`config.mk`:
```
export PLATFORM = sky130hd
export DESIGN_NAME = bin16_to_bcd
export DESIGN_NICKNAME = d
export VERILOG_FILES = /design/src/rtl/bin16_to_bcd.sv
export SDC_FILE = /design/constraint.sdc
export NUM_CORES = 1
export LEC_CHECK = 0
export CAP_MARGIN = 20
export CORE_MARGIN = 2
export CORE_UTILIZATION = 55
export CTS_BUF_LIST = sky130_fd_sc_hd__clkbuf_16
export DETAILED_ROUTE_END_ITERATION = 6
export GPL_TIMING_DRIVEN = 0
export MAX_ROUTING_LAYER = met4
export PLACE_DENSITY = 0.8
export SLEW_MARGIN = 30
export SYNTH_ARGS = -nofsm -noshare
export SYNTH_HDL_FRONTEND = slang
export SYNTH_SLANG_ARGS = --single-unit
```
`constraint.sdc`:
```
create_clock -name clk -period 3.1 [get_ports clk]
set_input_delay 0.62 -clock clk [delete_from_list [all_inputs] [get_ports clk]]
set_output_delay 0.62 -clock clk [all_outputs]
set_load 0.03 [all_outputs]
```
`src/rtl/bin16_to_bcd.sv`:
```
// ---------------------------------------------------------------------------
// bin16_to_bcd
//
// Converts a 16-bit unsigned sum into five packed BCD digits using the
// shift-and-add-3 (double dabble) method, one bit per clock. The overflow
// flag from the upstream sum-of-products stage travels with the operand.
// A leading-zero blank mask is produced alongside the digits for a
// seven-segment display.
//
// Parameters
//   LZB      1 = leading-zero blank mask active, 0 = blank forced to zero
//
// Ports
//   clk      single clock, all state changes on its rising edge
//   reset    synchronous, active-high reset
//   start    conversion request, only looked at while idle
//   bin      16-bit unsigned operand
//   ovf_in   overflow flag captured together with bin
//   bcd      five packed BCD digits, [19:16] ten-thousands .. [3:0] units
//   blank    per-digit leading-zero flag, bit i covers bcd[4i+3:4i]
//   ovf_out  overflow flag belonging to the last completed conversion
//   busy     high while a conversion is running (SHIFT or DONE)
//   done     one-cycle pulse, bcd/blank/ovf_out just became valid
// ---------------------------------------------------------------------------
`timescale 1ns/1ps

module bin16_to_bcd #(
    parameter bit LZB = 1'b1
) (
    input  logic        clk,
    input  logic        reset,
    input  logic        start,
    input  logic [15:0] bin,
    input  logic        ovf_in,
    output logic [19:0] bcd,
    output logic [4:0]  blank,
    output logic        ovf_out,
    output logic        busy,
    output logic        done
);

    typedef enum logic [1:0] {
        IDLE  = 2'd0,
        SHIFT = 2'd1,
        DONE  = 2'd2
    } state_t;

    // A zero result still shows a single "0", so the units digit is never dark.
    localparam logic [4:0] BLANK_RST = LZB ? 5'b11110 : 5'b00000;

    state_t      state_q, state_d;
    logic [35:0] sr_q, sr_d;
    logic [4:0]  cnt_q, cnt_d;
    logic        ovf_cap_q, ovf_cap_d;
    logic [19:0] bcd_q, bcd_d;
    logic [4:0]  blank_q, blank_d;
    logic        ovf_out_q, ovf_out_d;
    logic [35:0] adj;
    logic [35:0] shifted;

    // Blank flags ripple down from the most significant digit: a digit is dark
    // only if it and every digit above it are zero.
    function automatic logic [4:0] calc_blank(input logic [19:0] d);
        logic [4:0] b;
        b = 5'b00000;
        if (LZB) begin
            b[4] = (d[19:16] == 4'd0);
            b[3] = b[4] && (d[15:12] == 4'd0);
            b[2] = b[3] && (d[11:8]  == 4'd0);
            b[1] = b[2] && (d[7:4]   == 4'd0);
        end
        return b;
    endfunction

    // One double-dabble step: correct every BCD nibble that would overflow
    // past 9 when doubled, then shift the whole register left by one.
    always_comb begin
        adj = sr_q;
        for (int i = 0; i < 5; i++) begin
            if (adj[16 + 4*i +: 4] >= 4'd5) begin
                adj[16 + 4*i +: 4] = adj[16 + 4*i +: 4] + 4'd3;
            end
        end
        shifted = {adj[34:0], 1'b0};
    end

    // Next-state and datapath control. Result registers are only loaded on
    // the edge that completes the last shift, so they hold steady otherwise.
    always_comb begin
        state_d   = state_q;
        sr_d      = sr_q;
        cnt_d     = cnt_q;
        ovf_cap_d = ovf_cap_q;
        bcd_d     = bcd_q;
        blank_d   = blank_q;
        ovf_out_d = ovf_out_q;
        busy      = 1'b0;
        done      = 1'b0;
        case (state_q)
            IDLE: begin
                if (start) begin
                    sr_d      = {20'd0, bin};
                    ovf_cap_d = ovf_in;
                    cnt_d     = 5'd16;
                    state_d   = SHIFT;
                end
            end
            SHIFT: begin
                busy  = 1'b1;
                sr_d  = shifted;
                cnt_d = cnt_q - 5'd1;
                if (cnt_q == 5'd1) begin
                    bcd_d     = shifted[35:16];
                    blank_d   = calc_blank(shifted[35:16]);
                    ovf_out_d = ovf_cap_q;
                    state_d   = DONE;
                end
            end
            DONE: begin
                busy    = 1'b1;
                done    = 1'b1;
                state_d = IDLE;
            end
            default: begin
                state_d = IDLE;
            end
        endcase
    end

    // State and result registers; reset wins over any conversion in flight.
    always_ff @(posedge clk) begin
        if (reset) begin
            state_q   <= IDLE;
            sr_q      <= 36'd0;
            cnt_q     <= 5'd0;
            ovf_cap_q <= 1'b0;
            bcd_q     <= 20'd0;
            blank_q   <= BLANK_RST;
            ovf_out_q <= 1'b0;
        end else begin
            state_q   <= state_d;
            sr_q      <= sr_d;
            cnt_q     <= cnt_d;
            ovf_cap_q <= ovf_cap_d;
            bcd_q     <= bcd_d;
            blank_q   <= blank_d;
            ovf_out_q <= ovf_out_d;
        end
    end

    assign bcd     = bcd_q;
    assign blank   = blank_q;
    assign ovf_out = ovf_out_q;

endmodule

```
== Yosys cells after proc, flatten, opt, wreduce, memory -nomap -nowiden ==
Index checks and enable logic that the tools add are counted.

* Output and inout bits: 28
* Input port bits: 20
* Word-level logic and storage cells: 51
* Register bits: 69

* $lt $le $gt $ge: 5
* Add/subtract/negate cells: 6
* Muxes and demuxes: 14
* Reductions and logical operators: 14
* Eq/ne operators: 5

{| class="wikitable"
|+ Operator list
! kind !! number
|-
| case mux 36 bit (2 select lines) || 1
|-
| two-way mux 36 bit || 1
|-
| >= comparator 4 x 3 -> 1 bit (second input constant) || 5
|-
| adder 4 x 2 -> 4 bit (second input constant) || 4
|-
| logical NOT 4 bit || 4
|-
| two-way mux 4 bit || 4
|-
| case mux 5 bit (2 select lines) || 1
|-
| AND reduction 2 bit || 4
|-
| == test 5 x 1 -> 1 bit (second input constant) || 1
|-
| two-way mux 5 bit || 1
|-
| subtractor 5 x 1 -> 5 bit (second input constant) || 1
|-
| two-way mux 2 bit || 2
|-
| != test 2 bit (second input constant) || 2
|-
| case mux 2 bit (2 select lines) || 1
|-
| adder 3 x 2 -> 3 bit (second input constant) || 1
|-
| logical AND 1 bit || 3
|-
| two-way mux 3 bit || 1
|-
| == test 2 x 1 -> 1 bit (second input constant) || 1
|-
| == test 2 bit (second input constant) || 1
|-
| logical NOT 2 bit || 1
|-
| two-way mux 1 bit || 2
|-
| nonzero test 2 bit || 1
|-
| OR reduction 2 bit || 1
|}

== Longest topological paths before layout ==
* Word-level depth: 6
* Gate-level depth with buffers: 9
* Mapped depth without buffers: 7

== Worst setup path after synthesis ==
OpenSTA, ideal clock, no wires.

* Path type: in2reg
* From: input port start
* To: register sr_q[18]
* Library setup time: 128 ps
* Arrival time: 1,669 ps
* Required time: 2,972 ps
* Slack: 1,304 ps
* Path buffers: 4
* Stages on the path: 8
* Cells stage by stage: buf_2 > nand2b_1 > buf_2 > and2_1 > clkbuf_1 > buf_2 > a22oi_1 > nor2_1

* Word-level cells in the longest chain between the ends: 2

{| class="wikitable"
|+ Ends and longest elaborated chain
! element !! RTL line !! text
|-
| from (decl) || 32 || <nowiki>input logic start,</nowiki>
|-
| != test 2 bit (no line) || - ||
|-
| AND reduction 2 bit (no line) || - ||
|-
| to (signal assigned) || 142 || <nowiki>sr_q <= sr_d;</nowiki>
|-
| to (decl) || 52 || <nowiki>logic [35:0] sr_q, sr_d;</nowiki>
|}

No other way between the ends.
A chain may end at the register's enable or synchronous reset.

== Worst setup path in the final report ==
* From: register state_q[0]
* To: output port busy

* Word-level cells in the longest chain between the ends: 3
* Elaborated cells on any way between the ends: 4
* Classes of those cells: eq/ne: 2; mux: 1; reduce/logical: 1

{| class="wikitable"
|+ Ends and longest elaborated chain
! element !! RTL line !! text
|-
| from (decl) || 51 || <nowiki>state_t state_q, state_d;</nowiki>
|-
| from (signal assigned) || 141 || <nowiki>state_q <= state_d;</nowiki>
|-
| == test 2 x 1 -> 1 bit / == test 2 bit (equally long branches) || 99 || <nowiki>case (state_q)</nowiki>
|-
| OR reduction 2 bit (no line) * || - ||
|-
| two-way mux 1 bit * || 99 ||
|-
| to (decl) || 38 || <nowiki>output logic busy,</nowiki>
|}

Mark *: on every way between the ends. The rest lies on a longest branch, timed or not.

==> impl_results.md <==
* Die width at 82.90 um
* Max Root-Sink Buffers at 2
* All-Layer GR Usage at 0.2672
* Worst vdd ir at 0.0003712 V
* Initial antenna violation count at 0
* Netlist cell types at 36
* CTS resizes at 0
* RSZ-0062 raised after global routing: no
* Ys flop type: dfxtp_1
* Critical path cell sequence: inv_1 -> ha_1 -> clkdlybuf4s50_1
* Synthesis Warnings at 0
* Leakage at between 0.0015 and 0.002 uW
* Final Hold Viols at 0
* Hold buffers post-CTS at 0
* Clock H-tree levels at 3
* Starting density of the core at 0.5748
* Vias in the first global route at between 3000 and 4000
* Crit path max-delay family: buffers and inverters
* Int Pwr at 1573 uW
* Post-DRT Antenna Nets at 0
* Inst Count DP at 559
* Max cap viols at 0
* Clock root cell: clkbuf_16
* Tcrit/Tclk final at 0.7523
* Worst path max stage delay at 0.66 ns
* Pwr per Cell Area at 513.9 nW/um2
* Worst-Skew Late Latency at around 0.33 ns
* Reg2Reg Setup Slack at ~1.1 ns
* Hold path depth at 2
* Status: finished clean
* Most common cell in the synthesized netlist: nor2_1
* Worst R2R Path Depth at 7
* Post-DR vias/cell at approximately 5.7
* Number of synthesized flops with an enable pin at 0
* Synth Register Bits at a little under 70
* Area grow syn2layout at 22.92%
* CP max FO at 3
* Global-route wire length before repair at 14.59 mm
* Total core area at ~6000 um2
* Row cnt at 28
* Global route overflow at 0
* Crit path kind: register to output port
* Fin Clk Skew at ~0.0046 ns
* R2r endpoint: blank[1]
* Setup ws final at 0.7680 ns
* Sw Ratio at 0.2727
* Worst Path Buf+Inv at 2
* Critical Path AT at 1.71 ns
* Antenna diodes at 0
* Pin count of the biggest net entering global routing at 11
* Synth top area share at 0.4035
* Worst slew pin tran at 0.6033 ns
* Drt drc at 0
* Register area share after synthesis at 0.4035
* 1st-iter DRT viols at 191
* Via count at 3267
* Post-Route WL at ~9 mm
* Highest Clock Rate at approximately 430 MHz
* Mapped Area at 3423 um2
* Critical Path RT at 2.48 ns
* Post-CTS Repair Setup Buffers at 0
* Total CTS buffers at 9
* Setup TNS at 0 ns
* Logic pwr share at 0.146
* Leading area contributor after synthesis: dfxtp_1
* Post-synth top cells: nor2_1, dfxtp_1, nand2_1
* Fin Hold WS at around 0.45 ns
* Ratio of cells with drive above 1 in the final layout at 0.05812
* Clock slew at reported path FFs at 0.05 ns
* Final Non-Filler Cells at 574
* Fill count at 494
* Pre-CTS setup slack at 1.036 ns
* Startpoint class of the critical path: register
* Synth area leaders: dfxtp_1, nor2_1, a21oi_1, ha_1, nand2_1
* Worst R2R Start: sr_q[28]
* Tmin final at 2.332 ns
* Final setup violation count at 0
* Mapped Avg Cell Area at 7.780 um2
* Hold path start: ovf_out
* CP Capture Type: output port
* Die area at 6872 um2
* Headroom to the max-slew limit at 0.5978
* HPWL Detailed at a little over 6 mm
* Mapped Cells at 440
* I/O pin count at 48
* Hold EP: ovf_out
* Register share of total power at 0.447
* CTS Sinks at ~70
* Net switching power at 589.8 uW
* Power, Total at approximately 2200 uW
* Drt wl/cell at 15.62 um
* Die height at roughly 83 um
* Final nets at 530
* Hold Path Class: register to register
* Async SR Flop Fraction at 0
* Net Count, Synth at 475
* Port Buffers at 44
* CTS tree: yes
* Final weighted congestion in routability-driven placement at 0.9064
* Clock share of power at 0.407
* DR pass1 iterations at 5
* CP max stage cell: clkdlybuf4s50_1
* Slew Viols, Final at 0
==> metrics by stage <==
stage | cell area (um2) | util
after detailed placement | 3958 | 0.6645
final | 4208 | 0.7065
after global routing | 4208 | 0.7065
after floorplan | 3423 | -
after global placement | 3958 | 0.6645
after CTS | 4208 | 0.7065
==> cell type report <==
type / instances / area [um2] / share of cell area
repair buffers: 44 / 440.4 / 0.1047
clock inverters: 6 / 25.02 / 0.005947
clock buffers: 9 / 225.2 / 0.05352
inverters: 28 / 105.1 / 0.02498
well taps: 75 / 93.84 / 0.02230
flip-flops and latches: 69 / 1381 / 0.3283
plain buffers: 30 / 135.1 / 0.03211
multi-input cells: 313 / 1802 / 0.4282
==> flip-flops by register name, summed over array words and instances (netlist names) <==
signal,count
sr_q,36
cnt_q,5
ovf_out,1
state_q,2
blank,4
ovf_cap_q,1
bcd,20
==> logic make-up after synthesis <==
kind of cell,after synthesis,synth area share
buffers and inverters,58,0.07017
other,1,0.001095
adder cells (fa/ha/maj),15,0.05482
AND/OR/NAND/NOR,181,0.2416
XOR/XNOR,5,0.01279
flip-flops,69,0.4035
multiplexers,14,0.04093
AO/OA/AOI/OAI,97,0.1751
==> worst min-delay path: stages (launching register included) <==
cell	delay, ns
dfxtp_1	0.30
nand2_1	0.05
a21oi_1	0.05
==> cell usage in the layout (no fill, tap or decap), types with 5 or more instances in the layout <==
cell	n
inv_1	31
ha_1	15
clkbuf_16	9
nor2_1	91
clkdlybuf4s50_1	44
dfxtp_1	69
a31oi_1	11
nand3_1	7
a211oi_1	12
nand2_1	40
nand2b_1	6
mux2i_1	14
nor3b_1	7
a21oi_1	38
a22oi_1	14
o21ai_0	11
xnor2_1	5
nor4_1	11
nor3_1	7
clkbuf_1	12
buf_2	12
==> per-layer routing <==
layer,track usage,share of wire
met5,-,0
met4,0.07452,0.011
met3,0.06958,0.058
met2,0.4267,0.49
met1,0.3365,0.44
==> how the worst max path moves through the flow <==
stage,start,end,depth (start not counted)
floorplan,start,sr_q[18],8
global placement,start,sr_q[33],8
detailed placement,start,sr_q[32],8
CTS,state_q[0],busy,3
global route,state_q[0],busy,3
finish,state_q[0],busy,3
==> power groups by stage <==
| stage | clock network (uW) | logic (uW) | registers, uW |
|---|---|---|---|
| global placement | 0 | 304 | 981 |
| CTS | 881 | 312 | 965 |
| detailed placement | 0 | 309 | 983 |
| floorplan | 0 | 210 | 983 |
| global route | 922 | 348 | 971 |
| finish | 880 | 316 | 966 |
Power figures use the tool's default switching activity.
